==> config.mk <==
export PLATFORM = sky130hd
export DESIGN_NAME = seq_pattern_tx
export DESIGN_NICKNAME = d
export VERILOG_FILES = /design/src/rtl/seq_pattern_tx.sv
export SDC_FILE = /design/constraint.sdc
export NUM_CORES = 1
export LEC_CHECK = 0
export CORE_MARGIN = 8
export CORE_UTILIZATION = 49
export CTS_CLUSTER_DIAMETER = 80
export DETAILED_ROUTE_END_ITERATION = 10
export GPL_TIMING_DRIVEN = 0
export MAX_ROUTING_LAYER = met4
export PLACE_DENSITY = 0.74
export SYNTH_ARGS = -nofsm -noshare
export SYNTH_HDL_FRONTEND = slang
export SYNTH_SLANG_ARGS = --single-unit
export TNS_END_PERCENT = 50
==> constraint.sdc <==
create_clock -name clk -period 1.7 [get_ports clk]
set_input_delay 0.34 -clock clk [delete_from_list [all_inputs] [get_ports clk]]
set_output_delay 0.34 -clock clk [all_outputs]
set_load 0.01 [all_outputs]
==> src/rtl/seq_pattern_tx.sv <==
// seq_pattern_tx: repeating MSB-first serial pattern transmitter with inter-frame gaps and abort.
// Optional idle-noise LFSR is built only when SEQ_TX_NOISE_EN is defined.
module seq_pattern_tx #(
    parameter int PAT_W = 7,
    parameter int CNT_W = 8,
    parameter int GAP   = 3
) (
    input  logic             clk,
    input  logic             rst,
    input  logic             start,
    input  logic [PAT_W-1:0] pat_in,
    input  logic [CNT_W-1:0] rep,
    input  logic             abort,
    output logic             serOut,
    output logic             busy,
    output logic             frame_end,
    output logic             done
);
    localparam int BW = (PAT_W > 1) ? $clog2(PAT_W) : 1;
    typedef enum logic [1:0] {S_IDLE, S_SHIFT, S_GAP} state_t;
    state_t            state_q, state_d;
    logic [PAT_W-1:0]  pat_q, pat_d;
    logic [CNT_W-1:0]  cnt_q, cnt_d;
    logic [BW-1:0]     bit_q, bit_d;
    logic [7:0]        gap_q, gap_d;
    logic              ser_q, ser_d, done_q, done_d, idle_bit;
`ifdef SEQ_TX_NOISE_EN
    logic [15:0] lfsr_q;
    always_ff @(posedge clk) begin
        if (!rst) lfsr_q <= 16'hACE1;
        else      lfsr_q <= {lfsr_q[0] ^ lfsr_q[2] ^ lfsr_q[3] ^ lfsr_q[5], lfsr_q[15:1]};
    end
    assign idle_bit = lfsr_q[0];
`else
    assign idle_bit = 1'b0;
`endif
    always_comb begin
        state_d = state_q;
        pat_d   = pat_q;
        cnt_d   = cnt_q;
        bit_d   = bit_q;
        gap_d   = gap_q;
        done_d  = 1'b0;
        case (state_q)
            S_IDLE: if (start && !abort) begin
                state_d = S_SHIFT;
                pat_d   = pat_in;
                cnt_d   = (rep == '0) ? CNT_W'(1) : rep;
                bit_d   = BW'(PAT_W - 1);
            end
            S_SHIFT: begin
                if (abort) state_d = S_IDLE;
                else if (bit_q != '0) bit_d = bit_q - BW'(1);
                else begin
                    // counter saturates at zero rather than wrapping
                    cnt_d = cnt_q - CNT_W'(cnt_q != '0);
                    bit_d = BW'(PAT_W - 1);
                    if (cnt_q > CNT_W'(1)) begin
                        if (GAP > 0) begin
                            state_d = S_GAP;
                            gap_d   = 8'(GAP - 1);
                        end
                    end else begin
                        state_d = S_IDLE;
                        done_d  = 1'b1;
                    end
                end
            end
            S_GAP: begin
                if (abort) state_d = S_IDLE;
                else if (gap_q == '0) state_d = S_SHIFT;
                else gap_d = gap_q - 8'd1;
            end
            default: state_d = S_IDLE;
        endcase
        ser_d = (state_d == S_SHIFT) ? pat_d[bit_d] : idle_bit;
    end
    always_ff @(posedge clk) begin
        if (!rst) begin
            state_q <= S_IDLE;
            pat_q   <= '0;
            cnt_q   <= '0;
            bit_q   <= '0;
            gap_q   <= '0;
            ser_q   <= 1'b0;
            done_q  <= 1'b0;
        end else begin
            state_q <= state_d;
            pat_q   <= pat_d;
            cnt_q   <= cnt_d;
            bit_q   <= bit_d;
            gap_q   <= gap_d;
            ser_q   <= ser_d;
            done_q  <= done_d;
        end
    end
    assign serOut    = ser_q;
    assign busy      = (state_q != S_IDLE);
    assign frame_end = (state_q == S_SHIFT) && (bit_q == '0) && !abort;
    assign done      = done_q;
endmodule
# ---- Word-level counts from Yosys, hierarchy flattened
# Index checks and enable logic that the tools add are counted.
dict set report classes {
  n_bitwise 2
  addsub 3
  eq_ne 9
  n_mux 27
  n_reduce_logical 17
  magnitude_cmp 2
}
# op n
set ops {}
lappend ops {{2-to-1 mux 8 bit} 9}
lappend ops {{case mux 8 bit (2 select lines)} 2}
lappend ops {{logical NOT 8 bit} 2}
lappend ops {{2-to-1 mux 7 bit} 2}
lappend ops {{2-to-1 mux 2 bit} 6}
lappend ops {{!= test 2 bit (second input constant)} 6}
lappend ops {{2-to-1 mux 3 bit} 3}
lappend ops {{> comparator 8 x 1 -> 1 bit (second input constant)} 1}
lappend ops {{nonzero test 8 bit} 1}
lappend ops {{subtractor 8 x 1 -> 8 bit} 1}
lappend ops {{subtractor 8 x 1 -> 8 bit (second input constant)} 1}
lappend ops {{case mux 2 bit (3 select lines)} 1}
lappend ops {{case mux 3 bit (2 select lines)} 1}
lappend ops {{AND reduction 6 bit} 1}
lappend ops {{nonzero test 2 bit} 3}
lappend ops {{== test 2 x 1 -> 1 bit (second input constant)} 2}
lappend ops {{< comparator 3 x 4 -> 1 bit (second input constant)} 1}
lappend ops {{AND reduction 4 bit} 1}
lappend ops {{OR reduction 4 bit} 1}
lappend ops {{binary-select mux 1 bit (select 3 bit)} 1}
lappend ops {{logical AND 1 bit} 3}
lappend ops {{logical NOT 3 bit} 1}
lappend ops {{nonzero test 3 bit} 1}
lappend ops {{subtractor 3 x 1 -> 3 bit (second input constant)} 1}
lappend ops {{6 further kinds} 8}
dict set report totals {
  out_inout_bits 4
  regBits 30
  input_bits 19
  word_cells 67
}

# ---- Depth between registers and ports, before layout
# Gate-level depths: netlist (run 1).
dict set report depth {
  ltp_word 7
  depth_mapped 9
}

# ---- Worst setup path after synthesis (run 1)
# Ideal clock, no wire load.
dict set report synth_timing {
  kind {register -> register}
  from {reg bit_q[0]}
  to {reg ser_q (netlist: serOut)}
  path_stages_with_launch 8
  setup_slack_ps -192
  setup_time_ps 129
  t_arrival_ps 1763
  period_less_slack_ps 1892
  path_buffers 0
  path_cell_list {dfxtp_1 inv_1 ha_1 nor2b_1 or4_1 and3_1 o311ai_1 a31oi_1}
}
dict set report synth_between {
  elab_chain_len 6
  elab_cells_between_ends 13
}
# item line_no
set synth_lines {}
lappend synth_lines {{from (decl)} 24} ;# logic [BW-1:0] bit_q, bit_d;
lappend synth_lines {{from (signal assigned)} 91} ;# bit_q <= bit_d;
lappend synth_lines {{subtractor 3 x 1 -> 3 bit / nonzero test 3 bit (equally long branches)} 53} ;# else if (bit_q != '0) bit_d = bit_q - BW'(1);
lappend synth_lines {{2-to-1 mux 3 bit / 2-to-1 mux 2 bit (equally long branches)} 53}
lappend synth_lines {{2-to-1 mux 3 bit / 2-to-1 mux 2 bit (equally long branches)} 52} ;# if (abort) state_d = S_IDLE;
lappend synth_lines {{case mux 3 bit (2 select lines) / case mux 2 bit (3 select lines) (equally long branches)} 44} ;# case (state_q)
lappend synth_lines {{binary-select mux 1 bit (select 3 bit) / == test 2 x 1 -> 1 bit (equally long branches)} 76} ;# ser_d = (state_d == S_SHIFT) ? pat_d[bit_d] : idle_bit;
lappend synth_lines {{2-to-1 mux 1 bit (implied by the code) / AND reduction 2 bit (equally long branches)} -}
lappend synth_lines {{to (signal assigned)} 93} ;# ser_q <= ser_d;
lappend synth_lines {{to (decl)} 26} ;# logic ser_q, ser_d, done_q, done_d, idle_bit;
# Several ways; a longest one is shown, not always the timed one. The select of a mux whose other input is x is not followed.
# A chain may end at the register's enable or synchronous reset.

# ---- Final worst setup path (run 1)
# Ends and elaborated chain as after synthesis.

==> flow_summary.ini, run 1 <==
[yosys]
yosys_most_used_dff = dfxtp_1
synth_area_um2 = 1710
ys_seq_elements = 30
syn_avg_cell_area_um2 = 8.16
synth_top_area_share_pct = 35.1
synth_cell_types = 52
yosysWarnings = 0
synth_area_leaders = dfxtp_1 35%, a21oi_1 6.1%, nor2_1 5.0%
synth_nets = 234
ys_seq_area_share_pct = 35.1
yosysTopAreaCell = dfxtp_1
synthCells = 210
synth-edff-count = 0
synthArstFlopShare_pct = 0

[grt]
track_usage_pct = 16.7
first_global_vias = 1562
grt_max_degree = 11
grt_first_pass_wirelength_mm = 7.14
grt-ovfl-total = 0
antenna_found_initial = 0

[cts]
cts_tree = yes
numClockSinks = 30
cts-root-buf = clkbuf_4
clkLatencyLatePin_ps = 330
clock_path_buffers = 2
clkTransAtPathRegs_ps = 90
cts_buffers = 5
htreeDepth = 2

[power]
switchingPower_uw = 547
pwr_density_cell_nw_per_um2 = 758
sw_frac_of_total_pct = 29.6
power_frac_seq_pct = 41.7
ir_drop_v = 0.000480
internal-power_mw = 1.30
pwr-share-comb_pct = 28.1
p_total_mw = 1.85
power.leakage_nw = 0.988
clock_power_share_pct = 30.2

[final_layout]
stdcell_count = 305
synthToLayoutAreaGrowth_pct = 42.5
postLayoutCoreUtil_pct = 73.2
drive_gt1_share_pct = 33.6
finalNetCount = 282
num_antenna_cells = 0

[floorplan]
io_pins = 23
std_cell_rows = 21
dieArea_um2 = 5640
start_util_pct = 51.3
dieHeight_um = 75.1
die_w_um = 75.1
core-area_um2 = 3340

[timing]
worstMarginPinSlew_ps = 567
setup_slack_ps = -152
setup_viol = 2
hold_viol = 0
rsz0062_at_grt = yes
layout_min_cycle_time_ps = 1850
slew_violations = 0
skew_ps = 5.77
final.period_utilization_pct = 109
relSlewSlack_pct = 62.2
max_freq_ghz = 0.540

[drt]
drt_iter0_markers = 98
vias_per_cell = 5.68
ant_nets = 0
wl_mm = 4.63
routedWlPerCell_um = 15.2
drcViolationCount = 0
vias = 1732
drt_pass1_iterations = 4

[placed_design]
dpl.cell_count = 278
place.gp.congestion = 0.877
portBuffers = 22
dp_hpwl_mm = 2.91

[critical_path]
arrival_ps = 2060
rr_startpoint = bit_q[0]
cp-end-kind = flop
r2r_cells = 7
r2r_end = serOut
crit_type = reg2reg
path_max_fanout = 5
critPathLaunchType = flop
rrSetupSlack_ps = -150
cp.required_ps = 1910

[min_path]
holdPathEnd = pat_q[1]
hold_class = reg2reg
worstHoldStart = pat_q[1]
hold_depth = 2

[outcome]
violations = negative setup slack
status = finished, violations left

[job]
cap_violations = 0
==> synthesized netlist by cell type, drive strengths merged, types with 4 or more instances <==
| master | number |
|---|---|
| nor4 | 4 |
| nor3 | 5 |
| or4 | 6 |
| nand2 | 21 |
| dfxtp | 30 |
| a21oi | 21 |
| nor3b | 4 |
| nand2b | 5 |
| inv | 9 |
| ha | 5 |
| or3 | 4 |
| o21ai | 9 |
| clkbuf | 4 |
| a211oi | 5 |
| nand3 | 4 |
| o21a | 5 |
| buf | 5 |
| nor2 | 24 |
| o31ai | 4 |
==> flip-flops by register name, summed over array words and instances, names as in the netlist <==
name,count
bit_q,3
cnt_q,8
done,1
gap_q,8
pat_q,7
serOut,1
state_q,2
==> logic make-up after synthesis <==
| logic type | count (synthesis) | share of synthesized area [%] |
|---|---|---|
| AO/OA/AOI/OAI | 61 | 23.6 |
| XOR/XNOR | 1 | 0.511 |
| adder cells (fa/ha/maj) | 5 | 3.65 |
| buffers and inverters | 19 | 5.62 |
| flip-flops | 30 | 35.1 |
| multiplexers | 1 | 0.584 |
| AND/OR/NAND/NOR | 93 | 31.0 |
==> per-layer routing <==
layer	track usage (%)	vias up	share of wire [%]
met5	-	-	0
met4	5.22	0	1.4
met2	28.1	41	51
met3	3.73	11	4.4
li1	-	865	-
met1	19.1	815	43
==> layout by cell type (no fill, tap or decap), drive strengths merged, types with 5 or more instances in the layout <==
cell type,instances
clkbuf,9
nand2b,5
buf,27
dfxtp,30
o21ai,9
nand2,21
nor2,24
clkdlybuf4s50,19
a21oi,21
nor3,5
inv,9
o21a,5
or4,6
ha,5
a211oi,5
==> how the worst max path moves through the flow <==
| stage | from | end | slack (ps) | cells after the start |
|---|---|---|---|---|
| floorplan | bit_q[0] | serOut | -100 | 7 |
| global placement | abort | serOut | -660 | 7 |
| detailed placement | abort | frame_end | -660 | 5 |
| CTS | bit_q[1] | serOut | -140 | 7 |
| global route | bit_q[1] | serOut | -200 | 7 |
| finish | bit_q[0] | serOut | -150 | 7 |
==> worst max-delay path, stage by stage, from the launching register on <==
cell      delay, ps
dfxtp_2         350
inv_2            50
ha_4            150
nor2b_4         110
or4_4           520
and3_4          180
o311ai_4        250
a31oi_1         120
==> through the flow <==
step | hold WS [ps] | area [um^2] | setup TNS [ps] | setup slack, ps
after global routing | 485 | 2440 | -634 | -195
after detailed placement | 446 | 2000 | -10210 | -661
after CTS | 460 | 2300 | -247 | -140
final | 457 | 2440 | -236 | -152
after floorplan | 432 | 1720 | -162 | -103
after global placement | 440 | 2000 | -10100 | -655
==> power groups by stage <==
stage / clock network [mW] / logic, mW / registers [mW]
3_5_place_dp: 0 / 0.366 / 0.779
4_1_cts: 0.563 / 0.462 / 0.767
6_report: 0.558 / 0.520 / 0.772
2_1_floorplan: 0 / 0.253 / 0.774
5_1_grt: 0.610 / 0.563 / 0.777
3_3_place_gp: 0 / 0.361 / 0.779
==> final cells by class <==
class                   instances  area [um^2]
multi-input cells             161         1220
fillers                       279          896
flip-flops and latches         30          622
repair buffers                 43          373
well taps                      46         57.6
plain buffers                   7         50.0
clock inverters                 3         40.0
inverters                      10         40.0
clock buffers                   5         37.5
==> what timing repair did <==
action	4_1_cts	5_1_grt
setup buffers	13	8
gates cloned	1	0
hold buffers	0	0
pin swaps	14	12
resized for setup	46	29
endpoints found under the setup margin	18	18
No activity file was read; power rests on OpenSTA's default activity.
==> run 2, diff against run 1 <==
SLEW_MARGIN = 20   (was unset)
==> results of run 2 <==
No change in the layout: final DEF, timing and power equal those of run 1.
==> run 3, diff against run 2 <==
SKIP_CTS_REPAIR_TIMING = 1   (was unset)
==> run 3 against run 2 <==
Net effect: the flow still finishes with violations (negative setup slack); sequential share of layout area grew 1.7 points; clock power is essentially flat; combinational power shrank 12%; clock skew grew 1.9 ps; critical endpoint unchanged; largest power group unchanged; routed wire length shrank 9.7%; worst hold slack is essentially flat.
==> flow_summary.ini, run 3 (synthesized netlist as in run 1, its figures left out) <==
[outcome]
status = finished, violations left
violations = negative setup slack

[job]
cap_violations = 0

[drt]
routedWlPerCell_um = 14.6
drt_pass1_iterations = 4
drcViolationCount = 0
vias_per_cell = 5.68
vias = 1624
ant_nets = 0
wl_mm = 4.18
drt_iter0_markers = 66

[floorplan]
io_pins = 23
die_w_um = 75.1
std_cell_rows = 21
core-area_um2 = 3340
start_util_pct = 51.3
dieArea_um2 = 5640
dieHeight_um = 75.1

[critical_path]
crit_type = reg2reg
path_max_fanout = 5
cp-end-kind = flop
cp.required_ps = 1910
critPathLaunchType = flop
arrival_ps = 2130

[final_layout]
largestRegisters = cnt_q x8, gap_q x8, pat_q x7
final_cell_mix = 22 x nor2_1, 20 x nand2_1, 20 x a21oi_1, 19 x clkdlybuf4s50_1, 17 x dfxtp_1
finalNetCount = 263
stdcell_count = 286
drive_gt1_share_pct = 25.4
mostFrequentLayoutCell = nor2_1
synthToLayoutAreaGrowth_pct = 33.9
postLayoutCoreUtil_pct = 68.7
fillCellCount = 297
num_antenna_cells = 0

[timing]
layout_min_cycle_time_ps = 1930
max_freq_ghz = 0.519
hold_ws_ps = 457
setup_viol = 3
worstMarginPinSlew_ps = 780
final.period_utilization_pct = 113
setup_slack_ps = -226
rsz0062_at_grt = yes
skew_ps = 7.69
slew_violations = 0
hold_viol = 0
relSlewSlack_pct = 47.8

[grt]
track_usage_pct = 14.3
grt_max_degree = 11
first_global_vias = 1416
grt-ovfl-total = 0
antenna_found_initial = 0
grt_first_pass_wirelength_mm = 6.16

[placed_design]
place.gp.congestion = 0.877
portBuffers = 22
dp_hpwl_mm = 2.91
dpl.cell_count = 278

[cts]
cts-root-buf = clkbuf_4
clock_path_buffers = 2
numClockSinks = 30
clkLatencyLatePin_ps = 330
cts_buffers = 5
clkTransAtPathRegs_ps = 90
cts_tree = yes
htreeDepth = 2

[power]
power.leakage_nw = 0.916
pwr_density_cell_nw_per_um2 = 782
ir_drop_v = 0.000492

[min_path]
hold_class = reg2reg
-- run 3: cell count changes in the layout (fill, tap and decap cells not counted), sizes merged --
cell | before | now
buf | 27 | 7
clkbuf | 9 | 8
dlymetal6s2s | 0 | 2
-- run 3: worst paths after layout --
check	depth (start not counted)	start	slack (ps)	to
max reg2reg	7	bit_q[0]	-230	serOut
min	2	pat_q[1]	460	pat_q[1]
min reg2reg	2	pat_q[1]	460	pat_q[1]
max	7	bit_q[0]	-230	serOut
-- run 3: critical path, stage by stage (launching register included) --
cell and delay [ps]:
dfxtp_2 350, inv_2 60, ha_4 170, nor2b_4 120
or4_4 550, and3_4 180, o311ai_2 260, a31oi_1 120
-- run 3: metal layers --
layer	part of all wire (%)	global-route usage (%)	wire length (um)	vias to the layer above
li1	-	-	-	826
met1	45	16.9	1890	771
met2	50	22.6	2090	20
met3	3.4	3.73	144	7
met4	1.3	5.65	53	0
met5	0	-	0	-
-- run 3: power by group --
part           leakage [nW]  total, mW  internal [mW]  switching [mW]
sequential            0.251      0.777          0.738          0.0390
clock                0.0450      0.556          0.304           0.251
combinational         0.620      0.459          0.225           0.234
-- run 3: area by class of cell --
type                    count  area, um^2  area share, %
plain buffers               7        52.6           2.29
clock buffers               5        37.5           1.64
clock inverters             3        40.0           1.75
inverters                  10        40.0           1.75
multi-input cells         161        1210           52.6
flip-flops and latches     30         624           27.2
well taps                  46        57.6           2.51
repair buffers             24         235           10.3
-- run 3: through the flow --
step | instance area [um^2] | TNS [ps] | total power [mW] | worst slack (ps)
after floorplan | 1720 | -162 | 1.03 | -103
after global placement | 2000 | -10100 | 1.14 | -655
after detailed placement | 2000 | -10210 | 1.15 | -661
after CTS | 2070 | -3970 | 1.69 | -661
after global routing | 2290 | -694 | 1.88 | -274
final | 2290 | -356 | 1.79 | -226
